**config.mk**
```make
export PLATFORM = sky130hd
export DESIGN_NAME = diag_func_sequencer_flat
export DESIGN_NICKNAME = d
export VERILOG_FILES = /design/src/rtl/diag_func_sequencer_if.sv /design/src/rtl/diag_func_sequencer.sv /design/src/flat_wrapper.sv
export SDC_FILE = /design/constraint.sdc
export NUM_CORES = 1
export LEC_CHECK = 0
export BUFFER_PORTS_ARGS = -buffer_cell sky130_fd_sc_hd__clkbuf_2
export CORE_MARGIN = 1
export CORE_UTILIZATION = 55
export CTS_CLUSTER_SIZE = 24
export DETAILED_ROUTE_END_ITERATION = 12
export PLACE_DENSITY = 0.88
export SLEW_MARGIN = 0
export SYNTH_ARGS = -nofsm -noshare
export SYNTH_HDL_FRONTEND = slang
export SYNTH_SLANG_ARGS = --single-unit
```
**constraint.sdc**
```tcl
create_clock -name clk -period 3.25 [get_ports clk]
set_input_delay 0 -clock clk [delete_from_list [all_inputs] [get_ports clk]]
set_output_delay 0 -clock clk [all_outputs]
set_load 0.005 [all_outputs]
```
**src/rtl/diag_func_sequencer_if.sv**
```systemverilog
//-----------------------------------------------------------------------------
// diag_func_sequencer_if
//
// Groups the front-end command handshake and the EBUS diagnostic signals of
// the diag_func_sequencer into one bundle.
//
//   master : front end (issues commands and master-reset requests)
//   slave  : the sequencer (drives the EBUS diagnostic lines and status)
//
// Signals
//   cmdValid    front end requests a single diagnostic function
//   cmdReady    sequencer can accept a command
//   cmdFunc     diagnostic function code, octal 000-177
//   cmdData     EBUS data for load-type functions
//   cmdDataEn   drive cmdData onto the EBUS during the strobe
//   mrStart     one-clk pulse requesting the master-reset sequence
//   ds          EBUS.ds[0:6]
//   diagStrobe  EBUS.diagStrobe
//   ebusData    EBUS data value
//   ebusDrive   EBUS data driver enable
//   busy        sequencer active or master reset pending
//   mrBusy      master-reset sequence in progress or pending
//   done        one-clk pulse per completed function
//   mrDone      one-clk pulse when the last master-reset step completes
//-----------------------------------------------------------------------------
`timescale 1ns/1ps

interface diag_func_sequencer_if;
  logic        cmdValid;
  logic        cmdReady;
  logic [6:0]  cmdFunc;
  logic [35:0] cmdData;
  logic        cmdDataEn;
  logic        mrStart;

  logic [6:0]  ds;
  logic        diagStrobe;
  logic [35:0] ebusData;
  logic        ebusDrive;
  logic        busy;
  logic        mrBusy;
  logic        done;
  logic        mrDone;

  modport master (
    output cmdValid, cmdFunc, cmdData, cmdDataEn, mrStart,
    input  cmdReady, ds, diagStrobe, ebusData, ebusDrive,
           busy, mrBusy, done, mrDone
  );

  modport slave (
    input  cmdValid, cmdFunc, cmdData, cmdDataEn, mrStart,
    output cmdReady, ds, diagStrobe, ebusData, ebusDrive,
           busy, mrBusy, done, mrDone
  );
endinterface

```
**src/rtl/diag_func_sequencer.sv**
```systemverilog
//-----------------------------------------------------------------------------
// diag_func_sequencer
//
// Front-end sequencer for EBUS diagnostic functions. Each function is issued
// as: wait for the next MHZ16 tick, raise diagStrobe with ds (and optionally
// EBUS data) for STROBE_TICKS tick periods, release the bus, keep it idle for
// GAP_TICKS tick periods, then pulse done. A built-in ROM provides the
// master-reset sequence (stop clock, clear source/rate, reset parity, clear
// burst counter and CRAM diagnostic address).
//
// Parameters
//   STROBE_TICKS  tick periods diagStrobe is held high (>= 1)
//   GAP_TICKS     idle tick periods after strobe release (>= 0)
//   CNT_W         tick counter width, must hold max(STROBE_TICKS, GAP_TICKS)
//
// Ports
//   clk       EBOX master clock
//   CROBAR_N  asynchronous active-low reset
//   tick16    one-clk pulse per MHZ16 period (falling edge of MHZ16_FREE)
//   bus       diag_func_sequencer_if.slave: command handshake, master-reset
//             request, EBUS ds/diagStrobe/data outputs and status pulses
//
// Build option
//   DIAG_SEQ_KL_ENABLE_EN  when defined, the master-reset ROM is extended with
//                          067 ENABLE_KL and 076 EBUS_LOAD (11 steps);
//                          otherwise it has 9 steps ending at 051.
//-----------------------------------------------------------------------------
`timescale 1ns/1ps

module diag_func_sequencer #(
  parameter int STROBE_TICKS = 9,
  parameter int GAP_TICKS    = 4,
  parameter int CNT_W        = 4
) (
  input  logic                 clk,
  input  logic                 CROBAR_N,
  input  logic                 tick16,
  diag_func_sequencer_if.slave bus
);

`ifdef DIAG_SEQ_KL_ENABLE_EN
  localparam int ROM_LEN = 11;
`else
  localparam int ROM_LEN = 9;
`endif
  localparam int STEP_W = 4;
  localparam logic [STEP_W-1:0] LAST_STEP = STEP_W'(ROM_LEN - 1);

  typedef enum logic [2:0] {
    IDLE,
    SETUP,
    STROBE,
    GAP,
    FINISH
  } state_t;

  // Master-reset sequence, issued in index order.
  function automatic logic [6:0] rom_func(input logic [STEP_W-1:0] idx);
    case (idx)
      4'd0:    rom_func = 7'o007;  // SET_RESET
      4'd1:    rom_func = 7'o006;  // CLR_RESET
      4'd2:    rom_func = 7'o000;  // STOP_CLOCK
      4'd3:    rom_func = 7'o044;  // CLR_CLK_SRC_RATE
      4'd4:    rom_func = 7'o046;  // RESET_PAR_REGS
      4'd5:    rom_func = 7'o042;  // CLR_BURST_CTR_RH
      4'd6:    rom_func = 7'o043;  // CLR_BURST_CTR_LH
      4'd7:    rom_func = 7'o052;  // CLR_CRAM_DIAG_ADR_LH
      4'd8:    rom_func = 7'o051;  // CLR_CRAM_DIAG_ADR_RH
`ifdef DIAG_SEQ_KL_ENABLE_EN
      4'd9:    rom_func = 7'o067;  // ENABLE_KL
      4'd10:   rom_func = 7'o076;  // EBUS_LOAD
`endif
      default: rom_func = 7'o000;
    endcase
  endfunction

  // State and datapath registers (_q) with their next values (_d).
  state_t              state_q,      state_d;
  logic [STEP_W-1:0]   step_q,       step_d;
  logic [CNT_W-1:0]    cnt_q,        cnt_d;
  logic                is_rom_q,     is_rom_d;
  logic                mr_pending_q, mr_pending_d;
  logic                mr_busy_q,    mr_busy_d;
  logic [6:0]          func_q,       func_d;
  logic [35:0]         data_q,       data_d;
  logic                data_en_q,    data_en_d;
  logic [6:0]          ds_q,         ds_d;
  logic                strobe_q,     strobe_d;
  logic [35:0]         ebus_data_q,  ebus_data_d;
  logic                ebus_drive_q, ebus_drive_d;
  logic                done_q,       done_d;
  logic                mr_done_q,    mr_done_d;

  logic [CNT_W-1:0]    cnt_next;
  logic                last_step;
  logic                cmd_ready;

  assign cnt_next  = cnt_q + 1'b1;
  assign last_step = is_rom_q && (step_q == LAST_STEP);
  // A pending master reset blocks new commands even while IDLE.
  assign cmd_ready = (state_q == IDLE) && !mr_pending_q;

  //---------------------------------------------------------------------------
  // Next-state and output logic
  //---------------------------------------------------------------------------
  always_comb begin
    // NOTE: every next value defaults to its current register (pulses to 0)
    // before any branch, so no path leaves a variable unassigned and no
    // latch is inferred.
    state_d      = state_q;
    step_d       = step_q;
    cnt_d        = cnt_q;
    is_rom_d     = is_rom_q;
    mr_pending_d = mr_pending_q;
    mr_busy_d    = mr_busy_q;
    func_d       = func_q;
    data_d       = data_q;
    data_en_d    = data_en_q;
    ds_d         = ds_q;
    strobe_d     = strobe_q;
    ebus_data_d  = ebus_data_q;
    ebus_drive_d = ebus_drive_q;
    done_d       = 1'b0;
    mr_done_d    = 1'b0;

    // A master-reset request that arrives while working is remembered and
    // served on the next return to IDLE; repeats collapse into one.
    if (bus.mrStart && (state_q != IDLE)) begin
      mr_pending_d = 1'b1;
    end

    case (state_q)
      IDLE: begin
        if (bus.mrStart || mr_pending_q) begin
          // Master reset takes priority over a simultaneous command.
          mr_pending_d = 1'b0;
          mr_busy_d    = 1'b1;
          is_rom_d     = 1'b1;
          step_d       = '0;
          func_d       = rom_func('0);
          data_d       = '0;
          data_en_d    = 1'b0;
          state_d      = SETUP;
        end else if (bus.cmdValid && cmd_ready) begin
          is_rom_d     = 1'b0;
          func_d       = bus.cmdFunc;
          data_d       = bus.cmdData;
          data_en_d    = bus.cmdDataEn;
          state_d      = SETUP;
        end
      end

      SETUP: begin
        // Entered the clk after acceptance, so a tick coincident with
        // acceptance is never mistaken for the launch tick.
        if (tick16) begin
          ds_d         = func_q;
          ebus_data_d  = data_en_q ? data_q : '0;
          ebus_drive_d = data_en_q;
          strobe_d     = 1'b1;
          cnt_d        = '0;
          state_d      = STROBE;
        end
      end

      STROBE: begin
        if (tick16) begin
          if (cnt_next == CNT_W'(STROBE_TICKS)) begin
            // Release strobe, code and data together on the same tick.
            ds_d         = '0;
            strobe_d     = 1'b0;
            ebus_data_d  = '0;
            ebus_drive_d = 1'b0;
            cnt_d        = '0;
            if (GAP_TICKS == 0) begin
              done_d    = 1'b1;
              mr_done_d = last_step;
              state_d   = FINISH;
            end else begin
              state_d   = GAP;
            end
          end else begin
            cnt_d = cnt_next;
          end
        end
      end

      GAP: begin
        if (tick16) begin
          if (cnt_next == CNT_W'(GAP_TICKS)) begin
            cnt_d     = '0;
            done_d    = 1'b1;
            mr_done_d = last_step;
            state_d   = FINISH;
          end else begin
            cnt_d = cnt_next;
          end
        end
      end

      FINISH: begin
        // done/mrDone are registered on entry, so they are high exactly
        // during this single clk.
        if (is_rom_q && !last_step) begin
          step_d  = step_q + 1'b1;
          func_d  = rom_func(step_q + 1'b1);
          state_d = SETUP;
        end else begin
          if (is_rom_q) begin
            mr_busy_d = 1'b0;
          end
          is_rom_d = 1'b0;
          state_d  = IDLE;
        end
      end

      default: begin
        state_d = IDLE;
      end
    endcase
  end

  //---------------------------------------------------------------------------
  // State register
  //---------------------------------------------------------------------------
  always_ff @(posedge clk or negedge CROBAR_N) begin
    if (!CROBAR_N) begin
      state_q      <= IDLE;
      step_q       <= '0;
      cnt_q        <= '0;
      is_rom_q     <= 1'b0;
      mr_pending_q <= 1'b0;
      mr_busy_q    <= 1'b0;
      func_q       <= '0;
      data_q       <= '0;
      data_en_q    <= 1'b0;
      ds_q         <= '0;
      strobe_q     <= 1'b0;
      ebus_data_q  <= '0;
      ebus_drive_q <= 1'b0;
      done_q       <= 1'b0;
      mr_done_q    <= 1'b0;
    end else begin
      // NOTE: non-blocking assignments so every register samples the
      // pre-edge values computed above, independent of statement order.
      state_q      <= state_d;
      step_q       <= step_d;
      cnt_q        <= cnt_d;
      is_rom_q     <= is_rom_d;
      mr_pending_q <= mr_pending_d;
      mr_busy_q    <= mr_busy_d;
      func_q       <= func_d;
      data_q       <= data_d;
      data_en_q    <= data_en_d;
      ds_q         <= ds_d;
      strobe_q     <= strobe_d;
      ebus_data_q  <= ebus_data_d;
      ebus_drive_q <= ebus_drive_d;
      done_q       <= done_d;
      mr_done_q    <= mr_done_d;
    end
  end

  //---------------------------------------------------------------------------
  // Outputs: all EBUS lines come straight from registers, so an asserted
  // CROBAR_N clears them immediately without waiting for clk.
  //---------------------------------------------------------------------------
  assign bus.cmdReady   = cmd_ready;
  assign bus.ds         = ds_q;
  assign bus.diagStrobe = strobe_q;
  assign bus.ebusData   = ebus_data_q;
  assign bus.ebusDrive  = ebus_drive_q;
  assign bus.busy       = (state_q != IDLE) || mr_pending_q;
  assign bus.mrBusy     = mr_busy_q || mr_pending_q;
  assign bus.done       = done_q;
  assign bus.mrDone     = mr_done_q;

endmodule

```
**src/flat_wrapper.sv**
```systemverilog
// flat-port wrapper written by rule: the top's interface ports become plain ports
module diag_func_sequencer_flat 
#(
  parameter int STROBE_TICKS = 9,
  parameter int GAP_TICKS    = 4,
  parameter int CNT_W        = 4
)
  (clk, CROBAR_N, tick16, bus_cmdValid, bus_cmdFunc, bus_cmdData, bus_cmdDataEn, bus_mrStart, bus_cmdReady, bus_ds, bus_diagStrobe, bus_ebusData, bus_ebusDrive, bus_busy, bus_mrBusy, bus_done, bus_mrDone);
  diag_func_sequencer_if bus_i ();
  input  logic clk;
  input  logic CROBAR_N;
  input  logic tick16;
  input wire logic [$bits(bus_i.cmdValid)-1:0] bus_cmdValid;
  input wire logic [$bits(bus_i.cmdFunc)-1:0] bus_cmdFunc;
  input wire logic [$bits(bus_i.cmdData)-1:0] bus_cmdData;
  input wire logic [$bits(bus_i.cmdDataEn)-1:0] bus_cmdDataEn;
  input wire logic [$bits(bus_i.mrStart)-1:0] bus_mrStart;
  output wire logic [$bits(bus_i.cmdReady)-1:0] bus_cmdReady;
  output wire logic [$bits(bus_i.ds)-1:0] bus_ds;
  output wire logic [$bits(bus_i.diagStrobe)-1:0] bus_diagStrobe;
  output wire logic [$bits(bus_i.ebusData)-1:0] bus_ebusData;
  output wire logic [$bits(bus_i.ebusDrive)-1:0] bus_ebusDrive;
  output wire logic [$bits(bus_i.busy)-1:0] bus_busy;
  output wire logic [$bits(bus_i.mrBusy)-1:0] bus_mrBusy;
  output wire logic [$bits(bus_i.done)-1:0] bus_done;
  output wire logic [$bits(bus_i.mrDone)-1:0] bus_mrDone;
  assign bus_i.cmdValid = bus_cmdValid;
  assign bus_i.cmdFunc = bus_cmdFunc;
  assign bus_i.cmdData = bus_cmdData;
  assign bus_i.cmdDataEn = bus_cmdDataEn;
  assign bus_i.mrStart = bus_mrStart;
  assign bus_cmdReady = bus_i.cmdReady;
  assign bus_ds = bus_i.ds;
  assign bus_diagStrobe = bus_i.diagStrobe;
  assign bus_ebusData = bus_i.ebusData;
  assign bus_ebusDrive = bus_i.ebusDrive;
  assign bus_busy = bus_i.busy;
  assign bus_mrBusy = bus_i.mrBusy;
  assign bus_done = bus_i.done;
  assign bus_mrDone = bus_i.mrDone;
  diag_func_sequencer #(.STROBE_TICKS(STROBE_TICKS), .GAP_TICKS(GAP_TICKS), .CNT_W(CNT_W)) u_core (.clk(clk), .CROBAR_N(CROBAR_N), .tick16(tick16), .bus(bus_i));
endmodule
```
# Word level (Yosys, flattened, before mapping)
# Memory sizes are Yosys's and may differ from the RTL's.
# Index checks and enable logic that the tools add are counted.
[op_classes] shift=0 muxes=58 n_eq_ne=17 n_mul=0 n_bitwise=0 div=0 reduce_logical=24 magnitude_cmp=0 addsub=2
[ops] cell="two-way mux 36 bit" count=6
[ops] cell="case mux 36 bit (2 select lines)" count=1
[ops] cell="two-way mux 7 bit" count=6
[ops] cell="two-way mux 4 bit" count=7
[ops] cell="case mux 7 bit (2 select lines)" count=2
[ops] cell="two-way mux 1 bit" count=22
[ops] cell="two-way mux 3 bit" count=7
[ops] cell="case mux 3 bit (5 select lines)" count=1
[ops] cell="case mux 4 bit (3 select lines)" count=1
[ops] cell="AND reduction 4 bit" count=3
[ops] cell="inequality test 2 bit (second input constant)" count=5
[ops] cell="AND reduction 3 bit" count=3
[ops] cell="adder 4 x 1 -> 4 bit (second input constant)" count=2
[ops] cell="equality test 4 bit (second input constant)" count=2
[ops] cell="inequality test 2 x 1 -> 1 bit (second input constant)" count=4
[ops] cell="case mux 1 bit (2 select lines)" count=4
[ops] cell="case mux 4 bit (2 select lines)" count=1
[ops] cell="equality test 3 x 2 -> 1 bit (second input constant)" count=2
[ops] cell="AND reduction 6 bit" count=1
[ops] cell="nonzero test 2 bit" count=3
[ops] cell="nonzero test 3 bit" count=2
[ops] cell="logical AND 1 bit" count=5
[ops] cell="equality test 4 x 3 -> 1 bit (second input constant)" count=1
[ops] cell="equality test 3 x 1 -> 1 bit (second input constant)" count=1
[ops] cell="other kinds (6)" count=9
[totals] mem_bits_ro=80 register_bits=105 mem_count=1 ramBits=0 latch_bits=0 wordCells=117
[mem_list] memory="(no name shown)" depth=16 width=5 rd=1 rd_ports_with_merged_regs=0 wr=0 line="diag_func_sequencer.sv:59" rtl="case (idx)"

# Longest topological paths before layout
[depth] ltp_word=6 depth_mapped=7 ltp_nobuf=6

# Worst setup path before layout
# No wires, ideal clock.
[synth_path] path_type="register to register" from="register u_core.cnt_q[0]" to="register u_core.ebus_data_q[26] (netlist: u_core.bus.ebusData[26])" period_less_slack_ps=1825 arrival_time_ps=1703 path_buffers=2 stages_incl_launch_ff=8 setup_time_ps=122 path_slack_ps=1425 t_required_ps=3128 path_cell_list="dfrtp_1 -> ha_1 -> nand2_1 -> a21o_1 -> a211o_1 -> buf_6 -> buf_6 -> a32o_1"
[synth_between] elab_chain_cells=4
[synth_rtl] element="from (decl)" line="diag_func_sequencer.sv:80" rtl="logic [CNT_W-1:0] cnt_q, cnt_d;"
[synth_rtl] element="from (signal assigned)" line="diag_func_sequencer.sv:248" rtl="cnt_q <= cnt_d;"
[synth_rtl] element="adder 4 x 1 -> 4 bit" line="diag_func_sequencer.sv:98" rtl="assign cnt_next = cnt_q + 1'b1;"
[synth_rtl] element="equality test 4 bit" line="diag_func_sequencer.sv:168" rtl="if (cnt_next == CNT_W'(STROBE_TICKS)) begin"
[synth_rtl] element="inequality test 2 x 1 -> 1 bit (no line)"
[synth_rtl] element="AND reduction 4 bit (no line)"
[synth_rtl] element="to (signal assigned)" line="diag_func_sequencer.sv:257" rtl="ebus_data_q <= ebus_data_d;"
[synth_rtl] element="to (decl)" line="diag_func_sequencer.sv:89" rtl="logic [35:0] ebus_data_q, ebus_data_d;"
# Every way passes these cells.
# A chain may end at the register's enable or synchronous reset.

# Final worst setup path
[layout_path] from="register u_core.cnt_q[1]" to="register u_core.ds_q[3] (netlist: u_core.bus.ds[3])"
[layout_between] elab_chain_cells=4
[layout_rtl] element="adder 4 x 1 -> 4 bit" line="diag_func_sequencer.sv:98"
[layout_rtl] element="equality test 4 bit" line="diag_func_sequencer.sv:168"
[layout_rtl] element="inequality test 2 x 1 -> 1 bit (no line)"
[layout_rtl] element="AND reduction 4 bit (no line)"
[layout_rtl] element="to (signal assigned)" line="diag_func_sequencer.sv:255" rtl="ds_q <= ds_d;"
[layout_rtl] element="to (decl)" line="diag_func_sequencer.sv:87" rtl="logic [6:0] ds_q, ds_d;"
# Every way passes these cells.

==> results.env <==
DR_TOTAL_VIAS=3625
POST_ROUTE_CELLS_DRIVE_ABOVE_1_SHARE=0.266
SYN_AREA_PER_CELL_UM2=12.3
GRT_RESIDUAL_OVERFLOW=0
GRT_START_MAX_NET_PINS=87
GRT_SETUP_UNREPAIRED='no'
DIE_AREA_UM2=8440
POSTROUTEANTENNANETS=0
DPL_CELL_AREA_UM2=4980
WL_MET2_UM=5480
OUTCOME='finished, final reports clean'
LEAKAGE_POWER_nW=2.77
CLOCK_ROOT_BUFFER='sky130_fd_sc_hd__clkbuf_8'
POSTLAYOUTCELLAREA_UM2=5630
CTS.HTREE.LEVELS=3
SEQ_AREA_FRAC_SYNTH=0.592
MAPPEDNETLISTNETS=418
WORST_R2R_PATH_DEPTH=5
POSTCTSRESIZEDCELLS=0
AREA_OF_COMBINATIONAL_CELLS_WITH_MULTIPLE_INPUTS_UM2=1650
CRITPATHREQUIREDTIME_NS=3.46
HOLD_PATH_CLASS='in2reg'
WORST_SLEW_PIN_TRAN_NS=1.04
POSTLAYOUTSETUPSLACKWORST_NS=1.12
POST-ROUTE-PERIOD-UTIL=0.656
POSTSYNTHREGISTERBITS=105
CRIT_PATH_START='u_core.cnt_q[1]'
TIMING.REG2REG.SETUP_SLACK_NS=1.12
SYNTH_CELLS=361
FINALWIRELENGTH_UM=10800
POST_SYNTH_INSTANCE_AREA_UM2=4440
POWER_DENSITY_nW_PER_UM2=525
FIN_UTIL=0.725
CORE_REGION_AREA_UM2=7770
SYN2LAYOUT_AREA_GROWTH_PCT=26.7
CTS_TREE='yes'
FP.DIEW_UM=91.9
CLOCK-SKEW-FINAL_NS=0.0101
WORST_SKEW_PAIR.LATE_LATENCY_NS=0.36
MAXSLEWHEADROOM=0.305
GRT_USE_TOTAL=0.268
YOSYSTOPAREACELLSHARE=0.592
ROWS=32
DETAILEDROUTE.FIRSTITERATIONVIOLATIONS=248
IRDROPWORSTVDD_mV=0.533
GP_CONGESTION=0.952
SYNTH_TOP_CELLS_BY_AREA='sky130_fd_sc_hd__dfrtp_1, sky130_fd_sc_hd__a32o_1, sky130_fd_sc_hd__a22o_1'
COMMONEST_NON_FILL_NON_TAP_CELL_IN_THE_LAYOUT='sky130_fd_sc_hd__dfrtp_1'
MET1_LENGTH_UM=4540
CP.ARRIVAL_NS=2.34
SYNTHDISTINCTLIBCELLS=44
FINAL-HOLD-VIOLATION-COUNT=0
ROUTE.DETAILED.VIAS_PER_INST=6.02
NUMPORTBUFFERS=98
CRITICAL_PATH.REG2REG.ENDPOINT='u_core.bus.ds[3]'
SYNTH_ASYNC_SR_FLOP_SHARE=1.00
FINAL_MAX_SLEW_VIOL_COUNT=0
WORST_SETUP_PATH_ENDPOINT='u_core.bus.ds[3]'
DRT_DRC_VIOLATIONS_LEFT=0
GLOBAL_ROUTE_WIRE_LENGTH_BEFORE_REPAIR_UM=17700
FF_LATCH_AREA_UM2=2630
START_UTIL=0.572
WIRE_PER_INST_UM=18.0
HOLD_BUF_COUNT_CTS=43
CRIT_TYPE='reg2reg'
POSTCTSSETUPREPAIRBUFS=0
DRT_PRE_ANTENNA_ITERS=5
CLKTRANSATPATHREGS_NS=0.11
TOPROUTINGLAYERUSED='met4'
REPORT.FINAL.SETUP_VIOL=0
CRITICAL-PATH-SLOWEST-CELL='sky130_fd_sc_hd__a211oi_1'
CRITICAL_PATH.CELL_CHAIN='ha_1 -> nand2_1 -> a21o_1 -> a211oi_1 -> nor3_1'
NUMBER_OF_GLOBAL_ROUTE_VIAS_BEFORE_REPAIR=3567
DIODES=0
DOMINANT_REGISTER_CELL_IN_THE_SYNTHESIZED_NETLIST='sky130_fd_sc_hd__dfrtp_1'
SYNTHDOMINANTAREACELLTYPE='sky130_fd_sc_hd__dfrtp_1'
NUMCTSBUFFERS=9
WL_MET3_UM=595
DIEHEIGHT_UM=91.9
CLOCK_PATH_BUFFERS=2
IOS=99
END_KIND='flip-flop'
YS_WARN_COUNT=0
CRIT-REG2REG-LAUNCH='u_core.cnt_q[1]'
SYNTH-EDFF-COUNT=0
FINAL_CELL_MIX='sky130_fd_sc_hd__dfrtp_1, sky130_fd_sc_hd__clkbuf_2, sky130_fd_sc_hd__dlygate4sd3_1'
CRITPATHLAUNCHTYPE='flip-flop'
FINISH.NET_COUNT=552
N_FILL_CELL=500
HPWLAFTERDP_UM=6520
CTS.SINK_COUNT=105
WORST_PATH_LARGEST_CELL_DELAY_NS=0.70
COUNT_OF_MAXIMUM_CAPACITANCE_VIOLATIONS=0
SETUP-TNS-FINAL_NS=0
CRITPATHMAXFANOUT=7
MIN_PERIOD_NS=2.13
GRT_ANTENNA_BEFORE_REPAIR=0
PRECTSSETUPSLACK_NS=1.17
FMAXACHIEVABLE_GHz=0.469
## kinds of logic after synthesis
family / synth area share
fa+ha+maj: 0.0225
flops: 0.592
simple gates: 0.0994
compound gates: 0.227
xor+xnor: 0.00197
buf+inv: 0.0363
mux: 0.0208
## stage by stage
step / total power [mW] / hold slack [ns] / instances
CTS: 2.96 / 0.00279 / 601
finish: 2.96 / 0.0271 / 602
global route: 3.10 / 0.0577 / 602
floorplan: 1.88 / -0.296 / 361
detailed placement: 2.08 / 0.221 / 542
global placement: 2.05 / 0.220 / 542
## registers in the layout (all words and copies together), names as in the netlist
signal                 cells
u_core.mr_pending_q        1
u_core.bus.diagStrobe      1
u_core.is_rom_q            1
u_core.cnt_q               4
u_core.bus.done            1
u_core.data_en_q           1
u_core.mr_busy_q           1
u_core.bus.ebusDrive       1
u_core.state_q             3
u_core.func_q              7
u_core.bus.ebusData       36
u_core.bus.ds              7
u_core.data_q             36
u_core.step_q              4
u_core.bus.mrDone          1
## how the worst min path moves through the flow
stage,from,endpoint,depth (start not counted),slack (ns)
after floorplan,CROBAR_N,u_core.bus.diagStrobe,0,-0.30
after detailed placement,bus_cmdData[14],u_core.data_q[14],2,0.22
after global placement,bus_cmdData[2],u_core.data_q[2],2,0.22
after global routing,bus_cmdFunc[3],u_core.func_q[3],4,0.06
final,bus_cmdFunc[3],u_core.func_q[3],4,0.03
after CTS,bus_cmdFunc[1],u_core.func_q[1],3,0.003
## report_power, final
group | internal (mW) | switching, mW
combinational | 0.252 | 0.292
sequential | 1.43 | 0.135
clock | 0.374 | 0.472
## synthesized netlist by cell type, drive strengths merged, types with 7 or more instances
library cell and instances:
a21oi 8, a22o 41, a32o 36, buf 10
clkbuf 15, dfrtp 105, ha 8, inv 8
mux2i 7, nand2 13, nor2 24, nor3 12
o21ai 13
## per-layer routing
layer,vias up,track usage
li1,1644,-
met1,1809,0.367
met2,151,0.427
met3,21,0.0539
met4,0,0.0977
met5,-,0
## area by class of cell
type	count	share of cell area
timing repair buffer	148	0.174
clock inverter	7	0.0158
clock buffer	9	0.0220
inverter	8	0.00533
sequential	105	0.467
tap	102	0.0227
multi-input combinational	223	0.294
## worst max-delay path: cells and delay by family, from the launching register on
kind | cells | cell delay [ns]
AND/OR/NAND/NOR | 2 | 0.23
AO/OA/AOI/OAI | 2 | 0.91
adder cells (fa/ha/maj) | 1 | 0.33
flip-flops | 1 | 0.50
Power figures use the tool's default switching activity.
